## src/rtl/cpu_bus_pkg.sv

```systemverilog
// Shared types and constants for the CPU memory-bus arbiter.
package cpu_bus_pkg;

    typedef enum logic [1:0] {
        IDLE,
        ACCESS,
        RESP
    } state_t;

    localparam logic OWNER_IF = 1'b0;
    localparam logic OWNER_DM = 1'b1;

    // Instruction word sits in the upper half of the 64-bit RAM word.
    localparam int unsigned IF_SLICE_HI = 63;
    localparam int unsigned IF_SLICE_LO = 32;

endpackage

```

## src/rtl/rr_arb2.sv

```systemverilog
// Two-input round-robin arbiter: on a tie the port that did not own the bus last wins.
module rr_arb2
    import cpu_bus_pkg::*;
(
    input  logic [1:0] req,
    input  logic       last_owner,
    output logic [1:0] gnt
);

    always_comb begin
        gnt = req;
        if (req == 2'b11) begin
            gnt = (last_owner == OWNER_DM) ? 2'b01 : 2'b10;
        end
    end

endmodule

```

## src/rtl/mem_arbiter.sv

```systemverilog
// Shares one RAM port between instruction fetch and load/store, holding the
// strobes for WAIT_CYCLES cycles and returning a one-cycle ack with read data.
module mem_arbiter
    import cpu_bus_pkg::*;
#(
    parameter int unsigned ADDR_W      = 64,
    parameter int unsigned DATA_W      = 64,
    parameter int unsigned WAIT_CYCLES = 2
) (
    input  logic              clk,
    input  logic              reset,
    input  logic              if_req,
    input  logic [ADDR_W-1:0] if_addr,
    output logic              if_ack,
    output logic [31:0]       if_rdata,
    input  logic              dm_req,
    input  logic              dm_we,
    input  logic [ADDR_W-1:0] dm_addr,
    input  logic [DATA_W-1:0] dm_wdata,
    output logic              dm_ack,
    output logic [DATA_W-1:0] dm_rdata,
    output logic [ADDR_W-1:0] ram_addr,
    output logic [DATA_W-1:0] ram_wdata,
    output logic              ram_wdata_oe,
    input  logic [DATA_W-1:0] ram_rdata,
    output logic              ram_cs,
    output logic              ram_we,
    output logic              ram_oe,
    output logic              busy
);

    localparam int unsigned CNT_W = (WAIT_CYCLES > 1) ? $clog2(WAIT_CYCLES) : 1;

    if (WAIT_CYCLES == 0) begin : g_wait_check
        $error("mem_arbiter: WAIT_CYCLES must be >= 1");
    end

    state_t             r_state,      w_state_nxt;
    logic [CNT_W-1:0]   r_cnt,        w_cnt_nxt;
    logic               r_owner,      w_owner_nxt;
    logic               r_we,         w_we_nxt;
    logic               r_last_owner, w_last_owner_nxt;
    logic               r_if_ack,     w_if_ack_nxt;
    logic               r_dm_ack,     w_dm_ack_nxt;
    logic [31:0]        r_if_rdata,   w_if_rdata_nxt;
    logic [DATA_W-1:0]  r_dm_rdata,   w_dm_rdata_nxt;
    logic [ADDR_W-1:0]  r_ram_addr,   w_ram_addr_nxt;
    logic [DATA_W-1:0]  r_ram_wdata,  w_ram_wdata_nxt;
    logic               r_ram_wdata_oe, w_ram_wdata_oe_nxt;
    logic               r_ram_cs,     w_ram_cs_nxt;
    logic               r_ram_we,     w_ram_we_nxt;
    logic               r_ram_oe,     w_ram_oe_nxt;
    logic               r_busy,       w_busy_nxt;
    logic [1:0]         w_gnt;

    rr_arb2 u_rr_arb2 (
        .req        ({dm_req, if_req}),
        .last_owner (r_last_owner),
        .gnt        (w_gnt)
    );

    always_comb begin
        w_state_nxt        = r_state;
        w_cnt_nxt          = r_cnt;
        w_owner_nxt        = r_owner;
        w_we_nxt           = r_we;
        w_last_owner_nxt   = r_last_owner;
        w_if_ack_nxt       = 1'b0;
        w_dm_ack_nxt       = 1'b0;
        w_if_rdata_nxt     = r_if_rdata;
        w_dm_rdata_nxt     = r_dm_rdata;
        w_ram_addr_nxt     = r_ram_addr;
        w_ram_wdata_nxt    = r_ram_wdata;
        w_ram_wdata_oe_nxt = r_ram_wdata_oe;
        w_ram_cs_nxt       = r_ram_cs;
        w_ram_we_nxt       = r_ram_we;
        w_ram_oe_nxt       = r_ram_oe;
        w_busy_nxt         = r_busy;

        case (r_state)
            IDLE: begin
                if (|w_gnt) begin
                    w_owner_nxt        = w_gnt[1] ? OWNER_DM : OWNER_IF;
                    w_we_nxt           = w_gnt[1] & dm_we;
                    w_ram_addr_nxt     = w_gnt[1] ? dm_addr : if_addr;
                    w_ram_wdata_nxt    = w_gnt[1] ? dm_wdata : '0;
                    w_ram_cs_nxt       = 1'b1;
                    w_ram_we_nxt       = w_gnt[1] & dm_we;
                    w_ram_oe_nxt       = ~(w_gnt[1] & dm_we);
                    w_ram_wdata_oe_nxt = w_gnt[1] & dm_we;
                    w_busy_nxt         = 1'b1;
                    w_cnt_nxt          = CNT_W'(WAIT_CYCLES - 1);
                    w_state_nxt        = ACCESS;
                end
            end
            ACCESS: begin
                if (r_cnt == '0) begin
                    // Read data is taken on the same edge the strobes drop.
                    if (!r_we) begin
                        if (r_owner == OWNER_IF) begin
                            w_if_rdata_nxt = ram_rdata[IF_SLICE_HI:IF_SLICE_LO];
                        end else begin
                            w_dm_rdata_nxt = ram_rdata;
                        end
                    end
                    w_ram_cs_nxt       = 1'b0;
                    w_ram_we_nxt       = 1'b0;
                    w_ram_oe_nxt       = 1'b0;
                    w_ram_wdata_oe_nxt = 1'b0;
                    w_if_ack_nxt       = (r_owner == OWNER_IF);
                    w_dm_ack_nxt       = (r_owner == OWNER_DM);
                    w_state_nxt        = RESP;
                end else begin
                    w_cnt_nxt = r_cnt - CNT_W'(1);
                end
            end
            RESP: begin
                w_last_owner_nxt = r_owner;
                w_busy_nxt       = 1'b0;
                w_state_nxt      = IDLE;
            end
            default: begin
                w_state_nxt = IDLE;
            end
        endcase
    end

    always_ff @(posedge clk or posedge reset) begin
        if (reset) begin
            r_state        <= IDLE;
            r_cnt          <= '0;
            r_owner        <= OWNER_IF;
            r_we           <= 1'b0;
            r_last_owner   <= OWNER_DM;
            r_if_ack       <= 1'b0;
            r_dm_ack       <= 1'b0;
            r_if_rdata     <= '0;
            r_dm_rdata     <= '0;
            r_ram_addr     <= '0;
            r_ram_wdata    <= '0;
            r_ram_wdata_oe <= 1'b0;
            r_ram_cs       <= 1'b0;
            r_ram_we       <= 1'b0;
            r_ram_oe       <= 1'b0;
            r_busy         <= 1'b0;
        end else begin
            r_state        <= w_state_nxt;
            r_cnt          <= w_cnt_nxt;
            r_owner        <= w_owner_nxt;
            r_we           <= w_we_nxt;
            r_last_owner   <= w_last_owner_nxt;
            r_if_ack       <= w_if_ack_nxt;
            r_dm_ack       <= w_dm_ack_nxt;
            r_if_rdata     <= w_if_rdata_nxt;
            r_dm_rdata     <= w_dm_rdata_nxt;
            r_ram_addr     <= w_ram_addr_nxt;
            r_ram_wdata    <= w_ram_wdata_nxt;
            r_ram_wdata_oe <= w_ram_wdata_oe_nxt;
            r_ram_cs       <= w_ram_cs_nxt;
            r_ram_we       <= w_ram_we_nxt;
            r_ram_oe       <= w_ram_oe_nxt;
            r_busy         <= w_busy_nxt;
        end
    end

    assign if_ack       = r_if_ack;
    assign dm_ack       = r_dm_ack;
    assign if_rdata     = r_if_rdata;
    assign dm_rdata     = r_dm_rdata;
    assign ram_addr     = r_ram_addr;
    assign ram_wdata    = r_ram_wdata;
    assign ram_wdata_oe = r_ram_wdata_oe;
    assign ram_cs       = r_ram_cs;
    assign ram_we       = r_ram_we;
    assign ram_oe       = r_ram_oe;
    assign busy         = r_busy;

endmodule

```

## config.mk

```make
export PLATFORM = sky130hd
export DESIGN_NAME = mem_arbiter
export DESIGN_NICKNAME = d
export VERILOG_FILES = /design/src/rtl/cpu_bus_pkg.sv /design/src/rtl/rr_arb2.sv /design/src/rtl/mem_arbiter.sv
export SDC_FILE = /design/constraint.sdc
export NUM_CORES = 1
export LEC_CHECK = 0
export ABC_AREA = 0
export BUFFER_PORTS_ARGS = -buffer_cell sky130_fd_sc_hd__buf_2
export CAP_MARGIN = 20
export CORE_AREA = 2 2 189 191
export DETAILED_ROUTE_END_ITERATION = 10
export DIE_AREA = 0 0 191 193
export PLACE_DENSITY = 0.58
export SLEW_MARGIN = 20
export SYNTH_ARGS = -nofsm -noshare
export SYNTH_HDL_FRONTEND = slang
export SYNTH_HIERARCHICAL = 1
export SYNTH_SLANG_ARGS = --single-unit
```

## constraint.sdc

```tcl
create_clock -name clk -period 8.9 [get_ports clk]
set_input_delay 0.445 -clock clk [delete_from_list [all_inputs] [get_ports clk]]
set_output_delay 0.445 -clock clk [all_outputs]
set_load 0.05 [all_outputs]
```

==> flow_metrics.py <==
metrics = {
    "setup_path": {
        "crit_required_ps": 9310,
        "reg2reg_setup_slack_ps": 6160,
        "crit_arrival_ps": 3150,
        "critPathMaxStageDelay_ps": 910,
        "cp_slowest_cell": "buf_4",
        "worstPathMaxFanout": 57,
        "crit_chain": "or3b_4, inv_2, nand3b_1, buf_4, mux2_1",
        "r2r_cells": 5,
        "path_class": "flip-flop to flip-flop",
        "start_kind": "flip-flop",
        "r2r-start": "r_state[0]$_DFFE_PP0P_",
        "reg2reg_to": "dm_rdata[60]$_DFFE_PP0P_",
        "critPathCaptureType": "flip-flop",
    },
    "global_routing": {
        "first_global_vias": 6936,
        "grt_max_degree": 107,
        "grt_pass1_wl_um": 39220,
        "gr-usage-all-layers_pct": 13.60,
        "overflow": 0,
        "antenna_found_initial": 2,
    },
    "cts": {
        "cts_resized": 0,
        "clock_latency_ps": 530,
        "cts_tree": "yes",
        "ctsRootBufferMaster": "clkbuf_16",
        "clock-sinks": 236,
        "cts_made_buffers": 28,
        "cts-htree-levels": 1,
        "holdBufCountCts": 0,
        "post_cts_buffers": 0,
        "cts.clk_slew.worst_paths_ps": 50,
        "cts.path.max_buffers": 3,
    },
    "placed_design": {
        "gp_congestion": 0.7490,
        "portBuffers": 491,
        "place_area_um2": 12560,
        "dp_hpwl_um": 19630,
        "pre_cts_slack_ps": 6142,
    },
    "route": {
        "wire_per_inst_um": 16.97,
        "totalWireLength_um": 26660,
        "drt_iter0_drc": 194,
        "drc": 0,
        "first_pass_iters": 4,
        "vias": 6814,
        "ant_nets": 0,
        "avgViaCountPerCell": 4.337,
    },
    "sta": {
        "fin_tns_setup_ps": 0,
        "final.period_utilization_pct": 30.81,
        "rsz0062_at_grt": "no",
        "worst_pin_slew_ps": 1070,
        "slew_headroom_pct": 28.68,
        "hold_slack_ps": 34.56,
        "setup_slack_ps": 6158,
        "slew_violations": 0,
        "max_freq_mhz": 364.7,
        "fin_crit_ps": 2742,
        "final_hold_viol_count": 0,
        "clock_skew_ps": 16.32,
        "setup_viol": 0,
    },
    "yosys": {
        "yosys.area.top_type": "dfrtp_1",
        "async_flop_share_pct": 100.0,
        "yosysWarnings": 6,
        "yosysMostFrequentCell": "dfrtp_1",
        "ys_top_cells_by_count": "dfrtp_1, mux2_2, a22o_1",
        "ys_ff_latch": 236,
        "ys_types": 30,
        "synth_flop_cell": "dfrtp_1",
        "synth_edf_count": 0,
        "syn_inst": 599,
        "synth_top_area_share_pct": 60.91,
        "syn_nets": 860,
        "ys_seq_area_share_pct": 61.18,
        "syn_area_per_cell_um2": 16.12,
        "syn_area_um2": 9654,
        "synth.area.top_cells": "dfrtp_1, mux2_2, mux2_4",
    },
    "die": {
        "die_area_um2": 36860,
        "coreArea_um2": 34960,
        "initial_utilization_pct": 27.61,
        "die_w_um": 191,
        "die_h_um": 193,
        "io_pins": 492,
        "rows": 69,
    },
    "status": {
        "status": "completed",
    },
    "cells_and_area": {
        "drive_gt1_share_pct": 68.17,
        "design_area_um2": 13540,
        "finalNetCount": 1349,
        "fillers": 3403,
        "syn_to_final_growth_pct": 40.25,
    },
    "job": {
        "max-cap-violations": 0,
    },
    "min_path": {
        "hp-class": "input port to asynchronous set/reset pin",
    },
}
-- layout make-up --
cell class | instances | area, µm² | share of cell area (%)
Multi-Input combinational cell | 318 | 3528 | 26.06
Clock inverter | 12 | 168.9 | 1.247
Sequential cell | 236 | 5907 | 43.62
Inverter | 5 | 26.28 | 0.1940
Clock buffer | 39 | 813.3 | 6.006
Timing Repair Buffer | 499 | 2517 | 18.59
Antenna cell | 1 | 2.502 | 0.01848
Tap cell | 461 | 576.8 | 4.260
-- per-stage QoR --
step | std cells | utilization (%)
floorplan | 599 | -
global placement | 1519 | 35.91
detailed placement | 1519 | 35.91
CTS | 1570 | 38.72
global route | 1570 | 38.72
finish | 1571 | 38.73
-- registers in the layout (all words and copies together), names as in the netlist --
name	cells
busy	1
dm_ack	1
dm_rdata	64
if_ack	1
if_rdata	32
r_cnt	1
r_last_owner	1
r_owner	1
r_state	2
r_we	1
ram_addr	64
ram_cs	1
ram_oe	1
ram_wdata	64
ram_we	1
-- cell families after synthesis --
kind of cell    synth area share, %
compound gates                6.597
simple gates                  1.011
flops                         61.18
mux                           28.68
buf+inv                       2.527
-- critical path: cells and delay by family, from the launching register on --
family	cells	cell delay [ps]
buffers and inverters	2	960
flip-flops	1	420
multiplexers	1	390
AND/OR/NAND/NOR	2	760
-- layer usage --
metal  vias up  GRT usage, %  part of all wire [%]
met5         -             0                 0.049
met4         2         4.293                   2.4
met1      3342         17.62                    43
met3        42         3.204                   7.0
met2       261         22.52                    48
li1       3167             -                     -
-- worst max path at each step --
stage / startpoint / to / slack, ps / depth (start not counted)
final: r_state[0]$_DFFE_PP0P_ / dm_rdata[60]$_DFFE_PP0P_ / 6160 / 5
after global routing: r_state[0]$_DFFE_PP0P_ / dm_rdata[60]$_DFFE_PP0P_ / 6020 / 5
after CTS: r_state[0]$_DFFE_PP0P_ / dm_rdata[60]$_DFFE_PP0P_ / 6140 / 5
after detailed placement: r_state[0]$_DFFE_PP0P_ / dm_rdata[60]$_DFFE_PP0P_ / 6140 / 5
after global placement: r_state[0]$_DFFE_PP0P_ / dm_rdata[61]$_DFFE_PP0P_ / 6190 / 5
after floorplan: reset / busy$_DFFE_PP0P_ / 1980 / 1
-- cells in the final DEF, fill, tap and decap left out, types with 2 or more instances in the layout --
cell type,synthesis,final
buf_2,15,491
dfrtp_1,235,235
mux2_2,141,141
a22o_1,65,65
mux2_4,60,60
clkbuf_16,0,29
mux2_1,24,24
nand2_1,8,8
buf_4,1,8
clkinv_2,0,6
clkbuf_1,11,5
clkbuf_8,0,5
bufinv_16,0,4
inv_1,4,3
nor2_1,2,2
and2_1,3,2
inv_8,0,2
o21ai_0,2,2
Power is not shown: default switching activity piles up to over one toggle a cycle in this logic, so the estimate is an artifact.
